## src/rtl/chip8_keypad_if.sv

```systemverilog
`default_nettype none
// ============================================================================
// Module      : chip8_keypad_if
// Description : Key-state bus from the keypad scanner (producer) to the
//               CHIP-8 CPU (consumer): debounced key bitmap plus the
//               optional new-press event and its hex code.
// Revision    : 1.0 - initial release
// ============================================================================
interface chip8_keypad_if;
    logic [15:0] keys;       // bit n = hex key n currently held (debounced)
    logic        key_event;  // one-cycle pulse on a new key press
    logic [3:0]  key_code;   // hex code of the most recent new press

    modport master (
        output keys,
        output key_event,
        output key_code
    );

    modport slave (
        input  keys,
        input  key_event,
        input  key_code
    );
endinterface
`default_nettype wire

```

## src/rtl/chip8_keypad.sv

```systemverilog
`default_nettype none
// ============================================================================
// Module      : chip8_keypad
// Description : 4x4 hex keypad matrix scanner and per-key debouncer.
//               Columns are driven active-low one at a time, rows are
//               sampled through a two-flop synchroniser at the end of each
//               column slot, and every key is debounced independently.
//               Optional macro KEYPAD_EVENT_EN adds a new-press event pulse
//               and the hex code of the pressed key; without it those bus
//               signals are tied to zero.
// Revision    : 1.0 - initial release
// ============================================================================
module chip8_keypad #(
    parameter int SCAN_DIV     = 50_000,  // clk cycles per column slot
    parameter int DEBOUNCE_CNT = 20       // disagreeing samples needed to flip a key
) (
    input  logic                  clk,
    input  logic                  reset,    // asynchronous assert, active low
    input  logic [3:0]            row_in,   // active-low rows, asynchronous to clk
    output logic [3:0]            col_out,  // active-low columns, exactly one low
    chip8_keypad_if.master        kbus
);

    localparam int c_SLOT_W = $clog2(SCAN_DIV);
    localparam int c_DB_W   = $clog2(DEBOUNCE_CNT + 1);

    localparam logic [c_SLOT_W-1:0] c_SLOT_LAST = c_SLOT_W'(SCAN_DIV - 1);
    localparam logic [c_DB_W-1:0]   c_DB_LAST   = c_DB_W'(DEBOUNCE_CNT - 1);
    localparam logic [c_DB_W-1:0]   c_DB_ONE    = c_DB_W'(1);

    // Hex code of the key at matrix position (row*4 + col), 4 bits per entry,
    // position 0 in the least significant nibble.
    //   r0: 1 2 3 C   r1: 4 5 6 D   r2: 7 8 9 E   r3: A 0 B F
    localparam logic [63:0] c_KEY_MAP = 64'hFB0A_E987_D654_C321;

    logic [3:0]          r_row_meta;
    logic [3:0]          r_row_sync;
    logic [c_SLOT_W-1:0] r_slot_cnt;
    logic [1:0]          r_col_idx;
    logic [1:0]          w_col_nxt;
    logic [3:0]          r_col_out;
    logic [15:0]         r_keys;
    logic [15:0]         w_keys_nxt;
    logic [c_DB_W-1:0]   r_db_cnt   [16];
    logic [c_DB_W-1:0]   w_db_nxt   [16];
    logic                w_sample;
    logic [3:0]          w_raw;
    logic [3:0]          w_key_idx;

    // The last cycle of every column slot is the sample cycle.
    assign w_sample  = (r_slot_cnt == c_SLOT_LAST);
    assign w_raw     = ~r_row_sync;
    assign w_col_nxt = r_col_idx + 2'd1;
    assign col_out   = r_col_out;

    // Two-flop synchroniser for the asynchronous row inputs (idle = all high).
    always_ff @(posedge clk or negedge reset) begin
        if (!reset) begin
            r_row_meta <= 4'hF;
            r_row_sync <= 4'hF;
        end else begin
            r_row_meta <= row_in;
            r_row_sync <= r_row_meta;
        end
    end

    // Column scanner: advance to the next column after each sample cycle.
    always_ff @(posedge clk or negedge reset) begin
        if (!reset) begin
            r_slot_cnt <= '0;
            r_col_idx  <= 2'd0;
            r_col_out  <= 4'b1110;
        end else if (w_sample) begin
            r_slot_cnt <= '0;
            r_col_idx  <= w_col_nxt;
            r_col_out  <= ~(4'b0001 << w_col_nxt);
        end else begin
            r_slot_cnt <= r_slot_cnt + c_SLOT_W'(1);
        end
    end

    // Debounce next state: only the four keys of the active column are
    // updated, and only in the sample cycle.
    always_comb begin
        w_keys_nxt = r_keys;
        w_key_idx  = 4'd0;
        for (int k = 0; k < 16; k++) begin
            w_db_nxt[k] = r_db_cnt[k];
        end
        if (w_sample) begin
            for (int r = 0; r < 4; r++) begin
                w_key_idx = c_KEY_MAP[(r * 4 + int'(r_col_idx)) * 4 +: 4];
                if (w_raw[r] == r_keys[w_key_idx]) begin
                    w_db_nxt[w_key_idx] = '0;
                end else if (r_db_cnt[w_key_idx] == c_DB_LAST) begin
                    w_keys_nxt[w_key_idx] = ~r_keys[w_key_idx];
                    w_db_nxt[w_key_idx]   = '0;
                end else begin
                    w_db_nxt[w_key_idx] = r_db_cnt[w_key_idx] + c_DB_ONE;
                end
            end
        end
    end

    // Debounced key state and per-key disagreement counters.
    always_ff @(posedge clk or negedge reset) begin
        if (!reset) begin
            r_keys <= 16'h0000;
            for (int k = 0; k < 16; k++) begin
                r_db_cnt[k] <= '0;
            end
        end else begin
            r_keys <= w_keys_nxt;
            for (int k = 0; k < 16; k++) begin
                r_db_cnt[k] <= w_db_nxt[k];
            end
        end
    end

    assign kbus.keys = r_keys;

`ifdef KEYPAD_EVENT_EN
    logic [15:0] r_keys_d;
    logic [15:0] w_rise;
    logic [3:0]  w_rise_code;
    logic        r_key_event;
    logic [3:0]  r_key_code;

    assign w_rise = r_keys & ~r_keys_d;

    // Lowest-numbered key among those that rose this cycle.
    always_comb begin
        w_rise_code = 4'd0;
        for (int k = 15; k >= 0; k--) begin
            if (w_rise[k]) begin
                w_rise_code = 4'(k);
            end
        end
    end

    // Press event is raised the cycle after a key bit rises; the code is
    // held until the next press. Releases are ignored.
    always_ff @(posedge clk or negedge reset) begin
        if (!reset) begin
            r_keys_d    <= 16'h0000;
            r_key_event <= 1'b0;
            r_key_code  <= 4'd0;
        end else begin
            r_keys_d    <= r_keys;
            r_key_event <= |w_rise;
            if (|w_rise) begin
                r_key_code <= w_rise_code;
            end
        end
    end

    assign kbus.key_event = r_key_event;
    assign kbus.key_code  = r_key_code;
`else
    assign kbus.key_event = 1'b0;
    assign kbus.key_code  = 4'd0;
`endif

endmodule
`default_nettype wire

```

## src/flat_wrapper.sv

```systemverilog
// flat-port wrapper written by rule: the top's interface ports become plain ports
module chip8_keypad_flat 
#(
    parameter int SCAN_DIV     = 50_000,                               
    parameter int DEBOUNCE_CNT = 20                                                  
)
  (clk, reset, row_in, col_out, kbus_keys, kbus_key_event, kbus_key_code);
  chip8_keypad_if kbus_i ();
  input  logic clk;
  input  logic reset;
  input  logic [3:0] row_in;
  output logic [3:0] col_out;
  output wire logic [$bits(kbus_i.keys)-1:0] kbus_keys;
  output wire logic [$bits(kbus_i.key_event)-1:0] kbus_key_event;
  output wire logic [$bits(kbus_i.key_code)-1:0] kbus_key_code;
  assign kbus_keys = kbus_i.keys;
  assign kbus_key_event = kbus_i.key_event;
  assign kbus_key_code = kbus_i.key_code;
  chip8_keypad #(.SCAN_DIV(SCAN_DIV), .DEBOUNCE_CNT(DEBOUNCE_CNT)) u_core (.clk(clk), .reset(reset), .row_in(row_in), .col_out(col_out), .kbus(kbus_i));
endmodule
```

## config.mk

```make
export PLATFORM = sky130hd
export DESIGN_NAME = chip8_keypad_flat
export DESIGN_NICKNAME = d
export VERILOG_FILES = /design/src/rtl/chip8_keypad_if.sv /design/src/rtl/chip8_keypad.sv /design/src/flat_wrapper.sv
export SDC_FILE = /design/constraint.sdc
export NUM_CORES = 1
export LEC_CHECK = 0
export CORE_MARGIN = 3
export CORE_UTILIZATION = 45
export CTS_BUF_LIST = sky130_fd_sc_hd__clkbuf_4 sky130_fd_sc_hd__clkbuf_8 sky130_fd_sc_hd__clkbuf_16
export CTS_CLUSTER_DIAMETER = 30
export CTS_CLUSTER_SIZE = 24
export DETAILED_ROUTE_END_ITERATION = 8
export PLACE_DENSITY = 0.68
export SETUP_SLACK_MARGIN = 0.4
export SLEW_MARGIN = 20
export SYNTH_ARGS = -nofsm -noshare
export SYNTH_HDL_FRONTEND = slang
export SYNTH_SLANG_ARGS = --single-unit
```

## constraint.sdc

```tcl
create_clock -name clk -period 8.3 [get_ports clk]
set_input_delay 2.49 -clock clk [delete_from_list [all_inputs] [get_ports clk]]
set_output_delay 2.49 -clock clk [all_outputs]
set_load 0.05 [all_outputs]
```

==> qor.txt <==
Initial antenna violation count: 0
Core area: 0.02109 mm^2
RD Place Congestion: 1.007
Pwr/cell area: 141.8 mW/mm^2
Worst EP required: 8.63 ns
Flop pwr share: 40.9%
Vias in the first global route: 9,097
CP peak stage delay: 1.06 ns
First-pass GRT wire length: 56.98 mm
Clock period minus final worst setup slack: 5.405 ns
TritonCTS clock tree: built
Ranking of synthesized cells by area: dfrtp_1, mux4_2, nand2_1
Switching Share: 22.52%
Setup Buffers After CTS: 0
Hold Buf Count CTS: 0
DIE AREA: 0.02331 mm^2
Largest area contributor in the netlist: dfrtp_1
Via density per instance: 7.183
Fmax: 0.1850 GHz
Initial DRT Pass Iterations: 8
Crit-path slowest cell: ha_1
Antenna Violating Nets Remaining: 0
Seq/Total Area, Yosys: 32.71%
Comb pwr share: 2.4%
Worst hold stages: 0
Most frequent cell after synthesis: nand2_1
Most frequent cells after synthesis: nand2_1, dfrtp_1, nor2_1
Clock root cell: clkbuf_16
Worst hold slack: 0.3559 ns
I/O pins: 31
Total CTS buffers: 17
GR Util All Layers: 31.34%
Skew final: 0.01391 ns
Vias: 9,561
Slew Limit Headroom: 17.40%
Maxcap violations: 0
CTS H-tree depth: 4
CTS max path bufs: 2
Warnings from Yosys: 0
# clock sinks: 126
Remaining DRCs: 0
Post-synthesis register bit count: 126
Syn_area_per_cell: 9.082 um^2
Share of the synthesized area in the top cell type: 29.72%
Post-route insts no fill: 1,331
Endpoints failing setup: 0
Cell Area, Synth: 0.009682 mm^2
Post-Route WL: 36.68 mm
Worst-path fanout max: 27
Internal: 1.175 mW
Die Ht: 152.7 um
Routed len/inst: 27.56 um
DR iter-0 viols: 1,528
Final worst slack: 2.895 ns
GRT overflow: 0
Largest net degree at the start of global routing: 85
Slew Limit Fails: 0
Die W: 152.7 um
VDD IR-drop max: 142.6 uV
Post-synth ARST share: 100.0%
CTS resizes: 0
Psw: 341.6 uW
Ys flop type: dfrtp_1
Status: finished, final reports clean
Ant. Diodes: 0
CP Capture Type: register
Initial Util: 45.91%
Hold Fails Final Rpt: 0
Nets: 1,062
Clk_lat worst skew: 0.43 ns
Pwr Total: 1.517 mW
Placed Instances: 1,299
Clk network pwr share: 56.8%
WP data arrival: 5.73 ns
Row count: 53
Place WS: 2.954 ns
Synth-to-Final Area Change: 10.48%
Final HPWL DP: 24.86 mm
Worst-Margin Slew: 1.234 ns
Library cells used by synthesis: 100
Critical-path cell list: buf_4, inv_1, ha_1, inv_1, a2111oi_0, nor4_1, a2111oi_0, a21o_1, a22oi_1, o31ai_1
HP Class: register to register
Cell depth of the worst flop-to-flop path: 10
I/O Buffers: 25
Share of cells above drive strength 1: 15.44%
Mapped Cells: 1,066
Unrepaired setup endpoints after global routing: false
Static leakage: 4.012 nW
EDFF count, synth: 0
Total Negative Setup Slacks: 0 ns
Worst-path clk slew: 0.06 ns
Crit Path Category: register to register
Startpoint types: register
Final Cycle Share: 65.12%
[sequential cells by signal, indices dropped and copies added (netlist names)]
register and count:
u_core.r_row_sync 4, u_core.r_db_cnt 80, u_core.r_slot_cnt 16, u_core.kbus.keys 16, u_core.r_col_idx 2, u_core.r_row_meta 4
u_core.col_out 4
[critical path: cells and delay by family (launching register included)]
kind | cells | cell delay, ns
AO/OA/AOI/OAI | 5 | 2.44
adder cells (fa/ha/maj) | 1 | 1.06
buffers and inverters | 3 | 1.23
flip-flops | 1 | 0.32
AND/OR/NAND/NOR | 1 | 0.23
[area by class of cell]
| class | count | area [um^2] |
|---|---|---|
| clock buffers | 19 | 452.9 |
| clock inverters | 13 | 210.2 |
| fillers | 1967 | 10390 |
| inverters | 21 | 78.83 |
| multi-input cells | 833 | 6050 |
| flip-flops and latches | 126 | 3167 |
| well taps | 275 | 344.1 |
| repair buffers | 44 | 394.1 |
[through the flow]
| step | cell area [um^2] | util (%) |
|---|---|---|
| floorplan | 9697 | - |
| global route | 10700 | 50.72 |
| CTS | 10690 | 50.71 |
| global placement | 10020 | 47.54 |
| detailed placement | 10030 | 47.57 |
| finish | 10700 | 50.72 |
[per-layer routing]
metal	wire, um	vias to the layer above	track usage (%)
met1	14080	4573	43.38
li1	-	4017	-
met4	2205	0	15.44
met3	4745	178	8.066
met5	0	-	0
met2	15650	793	45.73
[cell families after synthesis]
group	Yosys count	synth area share, %
multiplexers	98	15.47
adder cells (fa/ha/maj)	13	1.680
AND/OR/NAND/NOR	351	17.45
XOR/XNOR	27	2.636
buffers and inverters	111	5.143
flip-flops	126	32.71
other	1	0.03873
AO/OA/AOI/OAI	339	24.88
[final timing paths]
kind | startpoint | endpoint | slack [ns]
min in group asynchronous | reset | u_core.r_db_cnt[6] | 2.04
min reg2reg | u_core.r_row_meta[3] | u_core.r_row_sync[3] | 0.36
max | u_core.r_col_idx[0] | u_core.r_db_cnt[58] | 2.89
min | u_core.r_row_meta[3] | u_core.r_row_sync[3] | 0.36
max reg2reg | u_core.r_col_idx[0] | u_core.r_db_cnt[58] | 2.89
max in group asynchronous | reset | u_core.kbus.keys[9] | 4.98
[cells in the final DEF (no fill, tap or decap), types with 7 or more instances in the layout]
| master | n |
|---|---|
| xnor2_1 | 14 |
| mux2_2 | 23 |
| a21oi_1 | 61 |
| o21ai_1 | 14 |
| mux4_2 | 38 |
| o221ai_1 | 12 |
| o211ai_1 | 10 |
| mux2i_1 | 32 |
| dfrtp_1 | 115 |
| nor3_1 | 11 |
| buf_4 | 19 |
| nand4_1 | 12 |
| nor2b_1 | 7 |
| o21ai_0 | 54 |
| ha_1 | 12 |
| a31oi_1 | 20 |
| nor2_1 | 72 |
| xor2_1 | 12 |
| nand2_1 | 141 |
| clkbuf_16 | 17 |
| dfstp_2 | 11 |
| o21a_1 | 8 |
| a221oi_1 | 9 |
| a211oi_1 | 7 |
| nor4_1 | 10 |
| a22oi_1 | 25 |
| clkdlybuf4s50_1 | 24 |
| o22ai_1 | 18 |
| nand3_1 | 38 |
| inv_1 | 19 |
| and2_1 | 12 |
| o31ai_1 | 10 |
| and3_1 | 11 |
[power groups by stage]
| stage | clock network [mW] | logic, mW | registers [mW] |
|---|---|---|---|
| 5_1_grt | 0.889 | 0.0391 | 0.620 |
| 3_5_place_dp | 0 | 0.0361 | 0.631 |
| 4_1_cts | 0.867 | 0.0362 | 0.620 |
| 6_report | 0.861 | 0.0359 | 0.620 |
| 3_3_place_gp | 0 | 0.0358 | 0.631 |
| 2_1_floorplan | 0 | 0.0175 | 0.630 |
No activity file was read; power rests on OpenSTA's default activity.
